$ cat src/rtl/spi_mem_responder.sv
// SPI mode-0 responder emulating a small serial SRAM: READ (03), WRITE (02)
// and READ-ID (9F) over a byte array, with the bus oversampled by clk_in.
module spi_mem_responder #(
  parameter int unsigned ADDR_W   = 8,
  parameter logic [23:0] JEDEC_ID = 24'h0D5D52
) (
  input  logic clk_in,
  input  logic reset_in,
  input  logic sclk_in,
  input  logic cs_n_in,
  input  logic mosi_in,
  output logic miso_out,
  output logic miso_oe_out,
  output logic busy_out,
  output logic cmd_err_out
);

  localparam int unsigned DEPTH   = 2 ** ADDR_W;
  localparam logic [7:0]  OP_READ  = 8'h03;
  localparam logic [7:0]  OP_WRITE = 8'h02;
  localparam logic [7:0]  OP_RDID  = 8'h9F;

  typedef enum logic [2:0] {
    IDLE, CMD, ADDR, RD_DATA, WR_DATA, ID_DATA, IGNORE
  } state_t;

  state_t state, next_state;

  logic sclk_s1, sclk_s2, sclk_prev;
  logic cs_s1, cs_s2, cs_prev;
  logic mosi_s1, mosi_s2;
  logic [2:0] sync_fill;

  logic rise, fall, cs_on, cs_fall;

  logic [4:0]        bit_cnt;
  logic [6:0]        shift_in;
  logic [6:0]        shift_out;
  logic [ADDR_W-1:0] addr;
  logic [1:0]        id_cnt;
  logic              load_pending;
  logic              is_write;

  logic [7:0] in_byte;
  logic [7:0] rd_byte;
  logic [7:0] mem [DEPTH];

  logic shift_cmd, cmd_done, bad_op;
  logic shift_addr, addr_done;
  logic shift_wr, wr_done;
  logic in_rd, load_byte, shift_rd;

  // sync_fill marks when every CS stage holds a real post-reset sample, so a
  // CS held low through reset is not mistaken for a fresh falling edge.
  always_ff @(posedge clk_in or posedge reset_in) begin
    if (reset_in) begin
      sclk_s1   <= 1'b0;
      sclk_s2   <= 1'b0;
      sclk_prev <= 1'b0;
      cs_s1     <= 1'b1;
      cs_s2     <= 1'b1;
      cs_prev   <= 1'b1;
      mosi_s1   <= 1'b0;
      mosi_s2   <= 1'b0;
      sync_fill <= '0;
    end else begin
      sclk_s1   <= sclk_in;
      sclk_s2   <= sclk_s1;
      sclk_prev <= sclk_s2;
      cs_s1     <= cs_n_in;
      cs_s2     <= cs_s1;
      cs_prev   <= cs_s2;
      mosi_s1   <= mosi_in;
      mosi_s2   <= mosi_s1;
      sync_fill <= {sync_fill[1:0], 1'b1};
    end
  end

  assign rise     = sclk_s2 & ~sclk_prev;
  assign fall     = ~sclk_s2 & sclk_prev;
  assign cs_on    = ~cs_s2;
  assign cs_fall  = sync_fill[2] & cs_prev & ~cs_s2;
  assign busy_out = cs_on;
  assign in_byte  = {shift_in, mosi_s2};

  always_ff @(posedge clk_in or posedge reset_in) begin
    if (reset_in) state <= IDLE;
    else          state <= next_state;
  end

  always_comb begin
    next_state = state;
    if (state != IDLE && !cs_on) begin
      next_state = IDLE;
    end else begin
      case (state)
        IDLE: if (cs_fall) next_state = CMD;
        CMD: begin
          if (cmd_done) begin
            case (in_byte)
              OP_READ, OP_WRITE: next_state = ADDR;
              OP_RDID:           next_state = ID_DATA;
              default:           next_state = IGNORE;
            endcase
          end
        end
        ADDR: if (addr_done) next_state = is_write ? WR_DATA : RD_DATA;
        default: ;
      endcase
    end
  end

  always_comb begin
    shift_cmd  = 1'b0;
    cmd_done   = 1'b0;
    bad_op     = 1'b0;
    shift_addr = 1'b0;
    addr_done  = 1'b0;
    shift_wr   = 1'b0;
    wr_done    = 1'b0;
    in_rd      = 1'b0;
    load_byte  = 1'b0;
    shift_rd   = 1'b0;
    if (cs_on) begin
      case (state)
        CMD: begin
          shift_cmd = rise;
          cmd_done  = rise && (bit_cnt == 5'd7);
          bad_op    = cmd_done && (in_byte != OP_READ) &&
                      (in_byte != OP_WRITE) && (in_byte != OP_RDID);
        end
        ADDR: begin
          shift_addr = rise;
          addr_done  = rise && (bit_cnt == 5'd23);
        end
        WR_DATA: begin
          shift_wr = rise;
          wr_done  = rise && (bit_cnt == 5'd7);
        end
        RD_DATA, ID_DATA: begin
          in_rd     = 1'b1;
          load_byte = load_pending || (fall && (bit_cnt == 5'd8));
          shift_rd  = !load_pending && fall && (bit_cnt != 5'd8);
        end
        default: ;
      endcase
    end
  end

  always_comb begin
    rd_byte = mem[addr];
    if (state == ID_DATA) begin
      case (id_cnt)
        2'd0:    rd_byte = JEDEC_ID[23:16];
        2'd1:    rd_byte = JEDEC_ID[15:8];
        2'd2:    rd_byte = JEDEC_ID[7:0];
        default: rd_byte = 8'h00;
      endcase
    end
  end

  always_ff @(posedge clk_in) begin
    if (wr_done) mem[addr] <= in_byte;
  end

  // The first byte is presented early, so the falling edge that closes the
  // last address bit (bit_cnt==0) must only be counted, not shifted.
  always_ff @(posedge clk_in or posedge reset_in) begin
    if (reset_in) begin
      bit_cnt      <= '0;
      shift_in     <= '0;
      shift_out    <= '0;
      addr         <= '0;
      id_cnt       <= '0;
      load_pending <= 1'b0;
      is_write     <= 1'b0;
      miso_out     <= 1'b0;
      miso_oe_out  <= 1'b0;
      cmd_err_out  <= 1'b0;
    end else begin
      cmd_err_out <= bad_op;
      if (!cs_on) begin
        bit_cnt      <= '0;
        load_pending <= 1'b0;
        miso_out     <= 1'b0;
        miso_oe_out  <= 1'b0;
      end else begin
        if (state == IDLE && cs_fall) begin
          bit_cnt <= '0;
          addr    <= '0;
          id_cnt  <= '0;
        end
        if (shift_cmd) begin
          shift_in <= in_byte[6:0];
          bit_cnt  <= cmd_done ? 5'd0 : bit_cnt + 5'd1;
          if (cmd_done) begin
            is_write     <= (in_byte == OP_WRITE);
            load_pending <= (in_byte == OP_RDID);
          end
        end
        if (shift_addr) begin
          addr         <= {addr[ADDR_W-2:0], mosi_s2};
          bit_cnt      <= addr_done ? 5'd0 : bit_cnt + 5'd1;
          load_pending <= addr_done && !is_write;
        end
        if (shift_wr) begin
          shift_in <= in_byte[6:0];
          bit_cnt  <= wr_done ? 5'd0 : bit_cnt + 5'd1;
          if (wr_done) addr <= addr + ADDR_W'(1);
        end
        if (load_byte) begin
          shift_out    <= rd_byte[6:0];
          miso_out     <= rd_byte[7];
          miso_oe_out  <= 1'b1;
          load_pending <= 1'b0;
          bit_cnt      <= load_pending ? 5'd0 : 5'd1;
          if (state == ID_DATA) begin
            if (id_cnt != 2'd3) id_cnt <= id_cnt + 2'd1;
          end else begin
            addr <= addr + ADDR_W'(1);
          end
        end else if (shift_rd) begin
          bit_cnt <= bit_cnt + 5'd1;
          if (bit_cnt != 5'd0) begin
            miso_out  <= shift_out[6];
            shift_out <= {shift_out[5:0], 1'b0};
          end
        end
      end
    end
  end

  logic unused_in_rd;
  assign unused_in_rd = in_rd;

endmodule
$ cat config.mk
export PLATFORM = sky130hd
export DESIGN_NAME = spi_mem_responder
export DESIGN_NICKNAME = d
export VERILOG_FILES = /design/src/rtl/spi_mem_responder.sv
export SDC_FILE = /design/constraint.sdc
export NUM_CORES = 2
export LEC_CHECK = 0
export BUFFER_PORTS_ARGS = -buffer_cell sky130_fd_sc_hd__buf_2
export CAP_MARGIN = 20
export CORE_MARGIN = 4
export CORE_UTILIZATION = 23
export CTS_BUF_LIST = sky130_fd_sc_hd__clkbuf_16
export DETAILED_ROUTE_END_ITERATION = 7
export PLACE_DENSITY = 0.33
export SLEW_MARGIN = 20
export SYNTH_ARGS = -nofsm -noshare
export SYNTH_HDL_FRONTEND = slang
export SYNTH_SLANG_ARGS = --single-unit
$ cat constraint.sdc
create_clock -name clk_in -period 7.2 [get_ports clk_in]
set_input_delay 1.44 -clock clk_in [delete_from_list [all_inputs] [get_ports clk_in]]
set_output_delay 1.44 -clock clk_in [all_outputs]
set_load 0.01 [all_outputs]
# Word level (Yosys, flattened, before mapping)
# Memories as Yosys holds them, arrays and structs flattened.
# Index checks and enable logic that the tools add are counted.
dict set report totals {
  output_inout_bits 4
  memories 1
  ram_bits 2048
  ff_bits 48
}
dict set report classes {
  bitwise_logic 7
  n_mux 66
  n_addsub 3
  n_reduce_logical 36
  eq_ne 21
}
# memory words width read_ports rd_ports_with_merged_regs write_ports line_no
set mem_list {}
lappend mem_list {mem 256 8 1 0 1 46} ;# logic [7:0] mem [DEPTH];
# op n
set op_table {}
lappend op_table {{8-bit two-way mux} 7}
lappend op_table {{5-bit two-way mux} 10}
lappend op_table {{7-bit two-way mux} 5}
lappend op_table {{1-bit two-way mux} 32}
lappend op_table {{7-bit case mux with 3 select lines} 1}
lappend op_table {{8-bit by 2-bit equality test with 1-bit output, second input constant} 2}
lappend op_table {{8-bit by 2-bit != test with 1-bit output, second input constant} 2}
lappend op_table {{3-bit two-way mux} 5}
lappend op_table {{4-bit nonzero test} 3}
lappend op_table {{1-bit logical AND} 11}
lappend op_table {{3-bit != test, second input constant} 3}
lappend op_table {{3-bit case mux with 3 select lines} 1}
lappend op_table {{3-bit nonzero test} 3}
lappend op_table {{8-bit by 1-bit adder with 8-bit output, second input constant} 1}
lappend op_table {{8-bit equality test, second input constant} 1}
lappend op_table {{2-bit two-way mux} 4}
lappend op_table {{8-bit != test, second input constant} 1}
lappend op_table {{2-bit nonzero test} 4}
lappend op_table {{7-bit nonzero test} 1}
lappend op_table {{3-bit by 2-bit equality test with 1-bit output, second input constant} 2}
lappend op_table {{3-bit equality test, second input constant} 2}
lappend op_table {{3-bit case mux with 2 select lines} 1}
lappend op_table {{2-bit AND reduction} 3}
lappend op_table {{3-bit AND reduction} 2}
lappend op_table {{19 further kinds} 26}

# Logic depth before layout (Yosys ltp)
dict set report logic_depth {
  ltp_word 12
  mapped_depth 13
}

# Worst setup path before layout
# OpenSTA, ideal clock, no wires.
dict set report synth_path {
  kind {reg-to-reg}
  start {register mosi_s2}
  end {register state[1]}
  period_less_slack_ps 4514
  setup_time_ps 136
  t_arrival_ps 4378
  setup_slack_ps 2686
  stages_incl_launch_ff 7
  required_ps 7064
  cell_sequence {dfrtp_1 and4_1 and3_1 inv_1 and2_1 a32oi_1 a21oi_1}
}
dict set report synth_between {
  elab_chain_len 6
  elab_cells_between_ends 8
}
# element line_no
set synth_lines {}
lappend synth_lines {{start, declared} 31} ;# logic mosi_s1, mosi_s2;
lappend synth_lines {{start signal, assigned} 74} ;# mosi_s2 <= mosi_s1;
lappend synth_lines {{8-bit by 2-bit equality test with 1-bit output} 100} ;# case (in_byte)
lappend synth_lines {{2-bit OR reduction} 100}
lappend synth_lines {{3-bit case mux with 2 select lines *} 100}
lappend synth_lines {{3-bit two-way mux *} 99} ;# if (cmd_done) begin
lappend synth_lines {{3-bit case mux with 3 select lines *} 96} ;# case (state)
lappend synth_lines {{3-bit two-way mux *} 93} ;# if (state != IDLE && !cs_on) begin
lappend synth_lines {{end signal, assigned} 88} ;# else state <= next_state;
lappend synth_lines {{end, declared} 27} ;# state_t state, next_state;
# Every way passes the cells marked *; elsewhere a longest branch is shown, timed or not. The select of a mux whose other input is x is not followed.
# A chain may end at the register's enable or synchronous reset.

# Final worst setup path
dict set report layout_path {
  start {register bit_cnt[0]}
  end {memory mem[3][2], enable pin}
}
dict set report layout_between {
  elab_chain_len 6
}
# element line_no
set layout_lines {}
lappend layout_lines {{start, declared} 36} ;# logic [4:0] bit_cnt;
lappend layout_lines {{start signal, assigned} 195} ;# bit_cnt <= cmd_done ? 5'd0 : bit_cnt + 5'd1;
lappend layout_lines {{start signal, assigned} 203} ;# bit_cnt <= addr_done ? 5'd0 : bit_cnt + 5'd1;
lappend layout_lines {{start signal, assigned} 208} ;# bit_cnt <= wr_done ? 5'd0 : bit_cnt + 5'd1;
lappend layout_lines {{5-bit by 3-bit equality test with 1-bit output} 138} ;# wr_done = rise && (bit_cnt == 5'd7);
lappend layout_lines {{1-bit logical AND} 138}
lappend layout_lines {{1-bit two-way mux} 125} ;# case (state)
lappend layout_lines {{1-bit two-way mux} 124} ;# if (cs_on) begin
lappend layout_lines {{1-bit two-way mux} 163} ;# if (wr_done) mem[addr] <= in_byte;
lappend layout_lines {{1-bit two-way mux (implied by the code)} 163}
lappend layout_lines {{end, declared} 46}
# Every way passes these cells.

==> reports/qor.csv <==
stage,metric,value,unit
route,detailedRoute.firstPassIterationCount,5,
cts,post_cts.resized_instances,0,
global_routing,grt_usage,15.15,%
cts,clk_latency,0.90,ns
sta,worst-slew-pin-transition,1.266,ns
critical_path,crit_path_max_fanout,18,
global_routing,grt_overflow_total,0,
power_and_ir_drop,power_per_cell_area,326.1,mW/mm^2
power_and_ir_drop,p_total,0.03139,W
floorplanning,floorplan.initialDensity,23.14,%
placement,finalWeightedCongestion,0.7647,
floorplanning,coreArea,0.3568,mm^2
power_and_ir_drop,cell_int_power,0.02252,W
sta,grt_setup_unrepaired,no,
layout,layout.area.seq,0.06276,mm^2
logic_synthesis,synthesis.area,0.08256,mm^2
route,postRouteWirelength,283.7,mm
sta,fin_crit,4.942,ns
sta,timing.final.max_slew_violations,0,
power_and_ir_drop,p_leak,28.82,nW
sta,layout_worst_path_cycle_share,68.64,%
route,post_drt_wl_per_cell,30.85,um
sta,timing.fmax,202.3,MHz
power_and_ir_drop,vdd_drop_max,0.1836,mV
logic_synthesis,postSynth.asyncResetShare,2.290,%
logic_synthesis,synth_enable_flop_cells,2048,
power_and_ir_drop,combinationalPowerShare,15.6,%
global_routing,maximum_number_of_pins_on_one_net_before_global_route_repair,164,
layout,drive_gt1_share,22.28,%
critical_path,reg_to_reg_setup_timing_slack,2.26,ns
route,vias,41073,
route,route.detailed.vias_per_inst,4.465,
route,remaining_drc_errors,0,
cts,tritoncts_num_sinks,2096,
cts,htreeDepth,4,
cts,cts_max_path_buffers,4,
sta,final.setup_skew,0.05479,ns
critical_path,reg2reg_depth,6,
logic_synthesis,yosysSeqAreaShare,75.95,%
global_routing,vias_in_the_first_global_route,42945,
power_and_ir_drop,switching_power,0.008878,W
layout,multiInputGateArea,0.01862,mm^2
sta,setup-violations-final,0,
logic_synthesis,postSynth.topFlopCell,edfxtp_1,
route,drtAntennaViolNets,0,
logic_synthesis,yosysWarnings,0,
sta,max-slew-margin-rel,15.57,%
critical_path,critPathRequiredTime,7.69,ns
global_routing,grt_pass1_wl,387.1,mm
global_routing,grt_antenna_before_repair,18,
cts,clock-root-buffer,clkbuf_16,
critical_path,path_class,flip-flop to flip-flop,
critical_path,r2r-start,bit_cnt[0]$_DFFE_PP0P_,
cts,cts_inserted_buffers,239,
power_and_ir_drop,sw_frac_of_total,28.28,%
logic_synthesis,ys_types,77,
layout,final_cell_count_no_fill,9198,
min_path,hold_depth,0,
cts,cts.clk_slew.worst_paths,0.06,ns
power_and_ir_drop,seq_power_share,46.3,%
sta,hold_viol_final,0,
min_path,hp-class,flip-flop to flip-flop,
floorplanning,die-area,0.3686,mm^2
layout,num-fill-cells,35639,
sta,fin_tns_setup,0,ns
cts,cts_setup_buffers,0,
placement,buffer_ports.inserted,8,
min_path,hp-start,sync_fill[1]$_DFF_PP0_,
layout,layout-area-overhead-vs-synth,16.62,%
min_path,worst_hold_path.endpoint,sync_fill[2]$_DFF_PP0_,
cts,cts_tree,built,
critical_path,timing.critical_path.from_type,flip-flop,
critical_path,critPathCaptureType,flip-flop,
floorplanning,die_w,607.1,um
floorplanning,chipHeight,607.1,um
sta,finalHoldWorstSlack,0.3545,ns
placement,place_inst,8760,
logic_synthesis,synth_fp_nets,4132,
layout,fin_nets,4265,
logic_synthesis,synth_seq_cells,2096,
logic_synthesis,syn_area_per_cell,20.05,um^2
floorplanning,io-pin-count,9,
power_and_ir_drop,power_frac_clock,38.1,%
job,max-cap-violations,0,
placement,hpwlAfterDp,173.4,mm
route,drt_iter0_drc,3502,
critical_path,crit-reg2reg-capture,mem[3][2]$_DFFE_PP_,
status,result_of_the_run,completed,
cts,postCtsHoldBufs,0,
floorplanning,core.rowCount,219,
logic_synthesis,syn_inst,4117,
critical_path,critPathArrivalTime,5.43,ns
[area by class of cell]
type,count,share of cell area (%)
flip-flops and latches,2096,65.18
multi-input cells,1747,19.34
clock buffers,242,6.290
well taps,4751,6.174
clock inverters,188,1.553
repair buffers,153,1.393
inverters,13,0.05068
diodes,8,0.02079
[cell families after synthesis]
family | Yosys count | synth area share [%]
adders and majority gates | 10 | 0.1515
other | 1 | 0.004542
and+or+nand+nor | 610 | 3.402
AOI/OAI and AO/OA | 369 | 3.223
DFF | 2096 | 75.95
muxes | 754 | 15.48
xor gates and xnor gates | 3 | 0.03183
buffers and inverters | 274 | 1.758
[Yosys cell counts, types with 10 or more instances]
cell type / count / area [um^2]
a211oi_1: 22 / 165.2
a21oi_1: 48 / 240.2
a221oi_1: 19 / 166.4
a22oi_1: 129 / 968.4
a311oi_1: 11 / 96.34
a31oi_1: 12 / 75.07
and3_1: 12 / 75.07
buf_1: 17 / 63.81
buf_2: 82 / 410.4
buf_4: 45 / 337.8
buf_6: 15 / 168.9
clkbuf_1: 99 / 371.6
dfrtp_1: 45 / 1126
edfxtp_1: 2048 / 61500
ha_1: 10 / 125.1
inv_1: 12 / 45.04
mux2_2: 32 / 360.4
mux2i_1: 307 / 3073
mux4_2: 415 / 9346
nand2_1: 76 / 285.3
nand2b_1: 17 / 106.4
nand3_1: 83 / 415.4
nand4_1: 20 / 125.1
nor2_1: 309 / 1160
nor2b_1: 23 / 143.9
nor3_1: 20 / 100.1
o21ai_0: 32 / 160.2
o221ai_1: 11 / 96.34
o22ai_1: 14 / 87.58
[layout by cell type (no fill, tap or decap), drive strengths merged, types with 10 or more instances in the layout]
cell,count
a31oi,12
a221oi,19
bufinv,25
a211oi,22
nand2b,17
o22ai,14
clkbuf,242
dfrtp,45
nand2,76
mux4,415
ha,10
o21ai,32
a22oi,129
mux2i,307
nand3,83
nor2b,23
inv,59
buf,153
edfxtp,2048
mux2,32
and3,12
nand4,20
a311oi,11
nor2,310
nor3,20
o221ai,11
a21oi,48
clkinv,109
[per-layer routing]
| metal | up-vias | global-route usage, % | routed length, um |
|---|---|---|---|
| met4 | 2 | 3.428 | 6487 |
| met3 | 323 | 2.276 | 11260 |
| met5 | - | 0 | 10 |
| met2 | 851 | 24.62 | 134700 |
| met1 | 22600 | 21.35 | 131200 |
| li1 | 17297 | - | - |
[worst max path at each step]
stage                      startpoint                    end  slack [ns]  cells past startpoint
6_report       bit_cnt[0]$_DFFE_PP0P_    mem[3][2]$_DFFE_PP_        2.26                      6
5_1_grt        bit_cnt[0]$_DFFE_PP0P_  mem[179][2]$_DFFE_PP_        2.02                      6
4_1_cts        bit_cnt[0]$_DFFE_PP0P_    mem[0][2]$_DFFE_PP_        2.27                      6
3_5_place_dp   bit_cnt[0]$_DFFE_PP0P_  mem[128][4]$_DFFE_PP_        2.32                      6
3_3_place_gp   bit_cnt[0]$_DFFE_PP0P_  mem[159][5]$_DFFE_PP_        2.06                      6
2_1_floorplan       mosi_s2$_DFF_PP0_   state[1]$_DFFE_PP0P_        2.69                      6
[state kept, by name (all words and copies together) (netlist names), 2 cells and up]
signal,flops
state,3
mem,2048
sync_fill,3
bit_cnt,5
shift_in,7
shift_out,7
id_cnt,2
addr,8
[per-stage QoR]
stage	cell area, um^2	util, %	setup slack [ns]
finish	96280	26.99	2.258
global route	96260	26.98	2.021
CTS	96250	26.98	2.269
detailed placement	88700	24.86	2.320
global placement	88660	24.85	2.065
floorplan	82560	-	2.686
[power groups by stage]
stage	Sequential, W	Clock, W	Combinational [W]
after global placement	0.0148	0	0.00510
after detailed placement	0.0148	0	0.00509
after global routing	0.0146	0.0129	0.00520
after floorplan	0.0150	0	0.00240
final	0.0145	0.0120	0.00490
after CTS	0.0146	0.0123	0.00509
[critical path, stage by stage (launching register included)]
cell and delay, ns:
dfrtp_1 0.41, ha_1 0.27, nor4bb_1 0.75, and4_1 1.05, nand3_2 0.85, buf_4 0.54
nor2_1 0.63
No activity file was read; power rests on OpenSTA's default activity.
